--- src/rtl/record_drain_tx_pkg.sv ---
// Shared types for the record drain transmitter.
// Holds the FSM state enum, record/RAM sizes and the frame length helper.
package ultra_pkg;
  localparam int REC_W  = 25;
  localparam int RAM_AW = 7;

  typedef enum logic [2:0] {
    IDLE,
    FETCH,
    CAPTURE,
    SHIFT,
    DONE
  } drain_state_t;

  // start + data + [parity] + stop
  function automatic int frame_len(input bit parity_en);
    return parity_en ? REC_W + 3 : REC_W + 2;
  endfunction
endpackage

--- src/rtl/record_drain_tx_if.sv ---
// Record RAM read port plus the receiver's write address.
// master: drain side (rd_en/read_add out); slave: RAM side.
interface record_drain_tx_if
  import ultra_pkg::*;
#(
  parameter int DW = REC_W,
  parameter int AW = RAM_AW
) ();
  logic          rd_en;
  logic [AW-1:0] read_add;
  logic [DW-1:0] read_data;
  logic [AW-1:0] wr_ptr;

  modport master (
    output rd_en,
    output read_add,
    input  read_data,
    input  wr_ptr
  );

  modport slave (
    input  rd_en,
    input  read_add,
    output read_data,
    output wr_ptr
  );
endinterface

--- src/rtl/record_drain_tx_baud_tick.sv ---
// Bit-period timer: free counter cleared on load_i.
// Ports: clk, rst, load_i (restart period), tick_o (last cycle of a bit).
module baud_tick #(
  parameter int BAUD_DIV = 16
) (
  input  logic clk,
  input  logic rst,
  input  logic load_i,
  output logic tick_o
);
  localparam int CW = (BAUD_DIV > 1) ? $clog2(BAUD_DIV) : 1;

  logic [CW-1:0] cnt_q, cnt_d;

  assign tick_o = (cnt_q == CW'(BAUD_DIV - 1));

  always_comb begin
    cnt_d = cnt_q + CW'(1);
    if (load_i || tick_o) cnt_d = '0;
  end

  always_ff @(posedge clk or posedge rst) begin
    if (rst) cnt_q <= '0;
    else     cnt_q <= cnt_d;
  end
endmodule

--- src/rtl/record_drain_tx.sv ---
// Drains records from the shared RAM and sends them as serial frames.
// Ports: clk, rst, enable, ram (RAM read port), tx, busy, empty, pending, frame_done.
module record_drain_tx
  import ultra_pkg::*;
#(
  parameter int DATA_W    = REC_W,
  parameter int ADDR_W    = RAM_AW,
  parameter int BAUD_DIV  = 16,
  parameter bit PARITY_EN = 1'b1
) (
  input  logic                     clk,
  input  logic                     rst,
  input  logic                     enable,
  record_drain_tx_if.master        ram,
  output logic                     tx,
  output logic                     busy,
  output logic                     empty,
  output logic [ADDR_W-1:0]        pending,
  output logic                     frame_done
);
  localparam int FL = frame_len(PARITY_EN);
  localparam int BW = $clog2(FL);

  drain_state_t      state_q, state_d;
  logic [ADDR_W-1:0] rd_ptr_q, rd_ptr_d;
  logic [BW-1:0]     bit_q, bit_d;
  logic [FL-1:0]     frame_q, frame_d;
  logic [DATA_W+2:0] fw;
  logic              tick;
  logic              load;

  baud_tick #(.BAUD_DIV(BAUD_DIV)) u_baud (
    .clk    (clk),
    .rst    (rst),
    .load_i (load),
    .tick_o (tick)
  );

  // Whole frame, LSB sent first; without parity the top bit drops off.
  always_comb begin
    fw = {1'b1,
          (PARITY_EN ? ^ram.read_data : 1'b1),
          ram.read_data,
          1'b0};
  end

  always_comb begin
    state_d  = state_q;
    rd_ptr_d = rd_ptr_q;
    bit_d    = bit_q;
    frame_d  = frame_q;
    load     = 1'b0;
    unique case (state_q)
      IDLE: begin
        if (enable && !empty) state_d = FETCH;
      end
      FETCH: begin
        state_d = CAPTURE;
      end
      CAPTURE: begin
        frame_d = fw[FL-1:0];
        bit_d   = '0;
        load    = 1'b1;
        state_d = SHIFT;
      end
      SHIFT: begin
        if (tick) begin
          frame_d = {1'b1, frame_q[FL-1:1]};
          if (bit_q == BW'(FL - 1)) state_d = DONE;
          else bit_d = bit_q + BW'(1);
        end
      end
      DONE: begin
        rd_ptr_d = rd_ptr_q + ADDR_W'(1);
        state_d  = IDLE;
      end
      default: state_d = IDLE;
    endcase
  end

  always_ff @(posedge clk or posedge rst) begin
    if (rst) begin
      state_q  <= IDLE;
      rd_ptr_q <= '0;
      bit_q    <= '0;
      frame_q  <= '1;
    end else begin
      state_q  <= state_d;
      rd_ptr_q <= rd_ptr_d;
      bit_q    <= bit_d;
      frame_q  <= frame_d;
    end
  end

  // Outputs decode from registered state, so reset forces them at once.
  assign tx           = (state_q == SHIFT) ? frame_q[0] : 1'b1;
  assign busy         = (state_q != IDLE);
  assign frame_done   = (state_q == DONE);
  assign ram.rd_en    = (state_q == FETCH);
  assign ram.read_add = rd_ptr_q;
  assign empty        = (rd_ptr_q == ram.wr_ptr);
  assign pending      = ram.wr_ptr - rd_ptr_q;
endmodule
--- src/flat_wrapper.sv ---
// flat-port wrapper written by rule: the top's interface ports become plain ports
module record_drain_tx_flat import ultra_pkg::*;
#(
  parameter int DATA_W    = REC_W,
  parameter int ADDR_W    = RAM_AW,
  parameter int BAUD_DIV  = 16,
  parameter bit PARITY_EN = 1'b1
)
  (clk, rst, enable, tx, busy, empty, pending, frame_done, ram_rd_en, ram_read_add, ram_read_data, ram_wr_ptr);
  record_drain_tx_if ram_i ();
  input  logic clk;
  input  logic rst;
  input  logic enable;
  output logic tx;
  output logic busy;
  output logic empty;
  output logic [ADDR_W-1:0] pending;
  output logic frame_done;
  output wire logic [$bits(ram_i.rd_en)-1:0] ram_rd_en;
  output wire logic [$bits(ram_i.read_add)-1:0] ram_read_add;
  input wire logic [$bits(ram_i.read_data)-1:0] ram_read_data;
  input wire logic [$bits(ram_i.wr_ptr)-1:0] ram_wr_ptr;
  assign ram_rd_en = ram_i.rd_en;
  assign ram_read_add = ram_i.read_add;
  assign ram_i.read_data = ram_read_data;
  assign ram_i.wr_ptr = ram_wr_ptr;
  record_drain_tx #(.DATA_W(DATA_W), .ADDR_W(ADDR_W), .BAUD_DIV(BAUD_DIV), .PARITY_EN(PARITY_EN)) u_core (.clk(clk), .rst(rst), .enable(enable), .ram(ram_i), .tx(tx), .busy(busy), .empty(empty), .pending(pending), .frame_done(frame_done));
endmodule
--- config.mk ---
export PLATFORM = sky130hd
export DESIGN_NAME = record_drain_tx_flat
export DESIGN_NICKNAME = d
export VERILOG_FILES = /design/src/rtl/record_drain_tx_pkg.sv /design/src/rtl/record_drain_tx_if.sv /design/src/rtl/record_drain_tx_baud_tick.sv /design/src/rtl/record_drain_tx.sv /design/src/flat_wrapper.sv
export SDC_FILE = /design/constraint.sdc
export NUM_CORES = 1
export LEC_CHECK = 0
export CELL_PAD_IN_SITES_DETAIL_PLACEMENT = 2
export CELL_PAD_IN_SITES_GLOBAL_PLACEMENT = 2
export CORE_ASPECT_RATIO = 1.1
export CORE_UTILIZATION = 39
export CTS_CLUSTER_SIZE = 30
export DETAILED_ROUTE_END_ITERATION = 6
export DONT_BUFFER_PORTS = 1
export PLACE_DENSITY = 0.85
export SLEW_MARGIN = 20
export SYNTH_ARGS = -nofsm -noshare
export SYNTH_HDL_FRONTEND = slang
export SYNTH_SLANG_ARGS = --single-unit
--- constraint.sdc ---
create_clock -name clk -period 2.9 [get_ports clk]
set_clock_uncertainty 0.1 [all_clocks]
set_input_delay 0.58 -clock clk [delete_from_list [all_inputs] [get_ports clk]]
set_output_delay 0.58 -clock clk [all_outputs]
set_load 0.05 [all_outputs]
Yosys cells after proc, flatten, opt, wreduce, memory -nomap -nowiden

Cells that the tools add are included.

Register bits after elaboration: 47
Word-level logic and storage cells: 42

Reduce and logical (&&, ||, !) cells: 10
Equality and inequality tests: 11
Add/sub/neg operators: 4
Muxes and demuxes: 12

Operator list:

| kind                                                                     | count |
|---|---|
| 28-bit case mux with 2 select lines                                      | 1 |
| 28-bit two-way mux                                                       | 1 |
| 25-bit parity                                                            | 1 |
| 3-bit case mux with 4 select lines                                       | 1 |
| 5-bit two-way mux                                                        | 2 |
| 5-bit case mux with 2 select lines                                       | 1 |
| 3-bit two-way mux                                                        | 3 |
| 7-bit by 1-bit adder with 7-bit output (second input constant)           | 1 |
| 7-bit == test                                                            | 1 |
| 7-bit subtractor                                                         | 1 |
| 3-bit by 2-bit == test with 1-bit output (second input constant)         | 2 |
| 3-bit AND reduction                                                      | 2 |
| 5-bit by 1-bit adder with 5-bit output (second input constant)           | 1 |
| 5-bit == test (second input constant)                                    | 1 |
| 4-bit by 1-bit adder with 4-bit output (second input constant)           | 1 |
| 4-bit == test (second input constant)                                    | 1 |
| 4-bit two-way mux                                                        | 1 |
| 2-bit by 1-bit inequality test with 1-bit output (second input constant) | 2 |
| 2-bit inequality test (second input constant)                            | 2 |
| 3-bit by 1-bit == test with 1-bit output (second input constant)         | 1 |
| 3-bit == test (second input constant)                                    | 1 |
| 3-bit logical NOT                                                        | 1 |
| 3-bit nonzero test                                                       | 1 |
| 1-bit two-way mux                                                        | 2 |
| 5 further kinds                                                          | 5 |

Depth between registers and ports, before layout

Word-level depth: 5
Depth in mapped cells: 9
Depth with buffers taken out: 9

Hierarchy

A second synthesis with hierarchy kept.

Cells, all modules: 271
Area total of the unflattened synthesis: 2617.5 sq um

Modules (own cells, without submodules):

| module          | area an instance (sq um) | seq. area each (sq um) | cells each | times used |
|---|---|---|---|---|
| record_drain_tx | 2442.3                   | 1084.8                 | 257        | 1 |
| baud_tick       | 175.2                    | 100.1                  | 14         | 1 |

Worst setup path before layout

OpenSTA, ideal clock, no wires.

Kind: register to output
Start point: reg u_core.rd_ptr_q[2], in the netlist u_core.ram.read_add[2]
End point: out pending[6]
Stages on the path, launching flop included: 9
Required time: 2.220 ns
Arrival time: 2.553 ns
Setup slack: -0.333 ns
Buffers on the path: 0
Path through: dfrtp_1 > inv_1 > ha_1 > nor2b_1 > o21ai_0 > nand2b_1 > a21o_1 > a21oi_1 > xor2_1

Longest elaborated chain between the ends: 1

RTL lines:

| what                     | RTL line               | source |
|---|---|---|
| start: declaration       | record_drain_tx.sv:25  | `logic [ADDR_W-1:0] rd_ptr_q, rd_ptr_d;` |
| start signal: assignment | record_drain_tx.sv:89  | `rd_ptr_q <= rd_ptr_d;` |
| 7-bit subtractor         | record_drain_tx.sv:102 | `assign pending = ram.wr_ptr - rd_ptr_q;` |
| end: declaration         | flat_wrapper.sv:17     | `output logic [ADDR_W-1:0] pending;` |

Every way passes these cells.

Worst setup path in the final report

Start point: reg u_core.rd_ptr_q[0], in the netlist u_core.ram.read_add[0]
End point: out pending[6]

Same word-level chain as after synthesis.

==> results.txt <==
DRC: 0
final count of negative-setup-slack endpoints: 1
Cells after Synth: 256
total grt overflow: 0
Worst slew margin: 0.394
worst setup margin: -0.0173 ns
Comb power frac: 0.178
CP Capture Type: output port
Setup WS pre-CTS: -0.0338 ns
Detailed Place HPWL: 5240 um
largest fanout on the critical path: 2
Internal: 0.958 mW
failing checks: setup timing
Post-layout nets: 321
vias in the first global route: 2249
Seq/Total Area, Yosys: 0.452
Yosys reg bits: 46
chip height: 88.0 um
clock sink count: 46
cell area after synthesis: 2620 um2
Hold Crit Class: primary input to async pin
via count: 1941
Slew Limit Fails: 0
final hold violation count: 0
Tmin final: 2.92 ns
Fmax: 0.343 GHz
multi-input logic area: 1390 um2
die area: 7060 um2
CP startpoint: u_core.ram.read_add[0]$_DFFE_PP0P_
CTS max path bufs: 2
port bufs: 0
htree depth: 2
Req. time, crit path: 2.22 ns
WL per Instance: 21.0 um
share of cells above drive strength 1: 0.264
hold_buf cts: 0
FILL cells: 654
io pins: 54
Storage cell area: 1180 um2
antenna violations before repair: 0
n_diodes: 0
RSZ-0062 raised after global routing: yes
clock root buffer: clkbuf_8
final worst path period share: 1.01
Pre-Repair DR Iteration Count: 4
WS Path Type: flip-flop to output port
first-pass GRT wire length: 10900 um
syn_area_per_cell: 10.2 um2
status: finished with violations
initial core utilization: 0.413
Die Wd: 80.2 um
Synth Warn #: 0
Total GRT Usage: 0.207
final hold slack: 0.141 ns
Clock power frac: 0.298
MaxCap Viol Count: 0
Rows: 30
post-route antenna net violation count: 0
Area growth syn-to-layout: 14.4%
pwr/cell area: 445 nW/um2
CTS tree: yes
Core Area: 6340 um2
TritonCTS buffer count: 5
sequential power share: 0.524
Critical Path AT: 2.24 ns
Max rail drop VDD: 0.000228 V
total wire length: 7490 um
vias per cell: 5.44
placer congestion estimate: 0.691
Sw Ratio: 0.283
worst-margin pin slew: 0.903 ns
P_sw: 0.378 mW
largest net degree at the start of global routing: 28
static leakage: 1.24 nW
Worst-Skew Late Latency: 0.30 ns
initial DRC count: 47
CP startpoint kind: flip-flop
Worst-path clk slew: 0.09 ns
count of different cell masters after synthesis: 33
worst r2r src: u_core.u_baud.cnt_q[0]$_DFF_PP0_
syn nets: 301
==> Yosys cell counts (all sizes together) <==
cell,number,area [um2]
nor2,36,135
fa,1,20.0
ha,9,113
nand3,4,20.0
nand2b,4,25.0
o22a,1,10.0
o21ai,4,20.0
inv,14,52.6
mux2,1,11.3
dfstp,27,709
or2,1,6.26
nand3b,1,7.51
mux2i,25,250
and3,1,6.26
xor2,11,96.3
and4,1,8.76
a21oi,31,166
a22o,6,52.6
dfrtp,19,475
nand4,4,25.0
a41o,1,10.0
nand2,4,15.0
nor2b,2,12.5
xnor2,29,254
nor3b,2,26.3
nor3,4,20.0
o21bai,1,7.51
a21o,2,15.0
buf,10,51.3
==> through the flow <==
stage               std cells  area, um2  utilization  setup TNS (ns)  power [mW]
global route              357       3000        0.473          -0.259        1.39
CTS                       354       2970        0.468               0        1.35
finish                    357       3000        0.473         -0.0173        1.34
global placement          345       2850        0.450               0       0.921
floorplan                 256       2640            -          -0.221       0.878
detailed placement        345       2850        0.450         -0.0338       0.939
==> kinds of logic after synthesis <==
logic type               share of synthesized area
flip-flops                                   0.452
AND/OR/NAND/NOR                              0.117
AO/OA/AOI/OAI                                0.107
XOR/XNOR                                     0.134
multiplexers                                0.0997
buffers and inverters                       0.0396
adder cells (fa/ha/maj)                     0.0506
==> path summary, 6_finish.rpt <==
path,endpoint,slack (ns),cells after the start
setup / recovery,pending[6],-0.02,9
hold / removal,u_core.u_baud.cnt_q[2]$_DFF_PP0_,0.14,1
setup reg to reg,u_core.frame_q[18]$_DFFE_PP1P_,0.81,6
hold reg to reg,u_core.u_baud.cnt_q[0]$_DFF_PP0_,0.37,1
max in group asynchronous,u_core.frame_q[1]$_DFFE_PP1P_,1.84,2
min in group clk,u_core.frame_q[15]$_DFFE_PP1P_,0.36,2
==> cell usage in the layout (no fill, tap or decap), drive strengths merged, types with 9 or more instances in the layout <==
cell,n
nor2,36
a21oi,31
xnor2,29
dfstp,27
mux2i,25
buf,23
dfrtp,19
inv,13
xor2,11
ha,9
==> metal layers <==
metal  part of all wire  global-route usage  wire length, um  vias up
met5                  0                   0                0        -
met4              0.024              0.0828              182        0
met3              0.041              0.0500              308       15
met2               0.56               0.401             4180       44
met1               0.38               0.210             2820      982
li1                   -                   -                -      900
==> power by group through the flow <==
stage               logic [mW]  clock network, mW  registers, mW
floorplan                0.175                  0          0.704
global placement         0.214                  0          0.707
detailed placement       0.229                  0          0.710
CTS                      0.234              0.413          0.699
global route             0.257              0.432          0.703
finish                   0.238              0.398          0.700
==> sequential cells by signal, summed over array words and instances, names as in the netlist <==
register	cells
u_core.state_q	3
u_core.ram.read_add	7
u_core.u_baud.cnt_q	4
u_core.bit_q	5
u_core.frame_q	27
==> critical path: stages, from the launching register on <==
cell,delay [ns]
dfrtp_1,0.41
ha_2,0.21
fa_2,0.38
nor2b_2,0.13
o21ai_1,0.07
nand2b_1,0.11
a21o_1,0.16
a21oi_2,0.08
xor2_2,0.20
buf_12,0.17
==> final cells by class <==
type / instances / area share
repair buffers: 23 / 0.0630
flip-flops and latches: 46 / 0.395
clock buffers: 6 / 0.0242
clock inverters: 2 / 0.00459
multi-input cells: 186 / 0.462
well taps: 80 / 0.0334
inverters: 14 / 0.0175
==> what timing repair did <==
item                       4_1_cts  5_1_grt
setup endpoints to repair        2        2
gates resized for setup          7        3
pin swaps                        0        4
buffers inserted                 1        3
No activity file was read; power rests on OpenSTA's default activity.
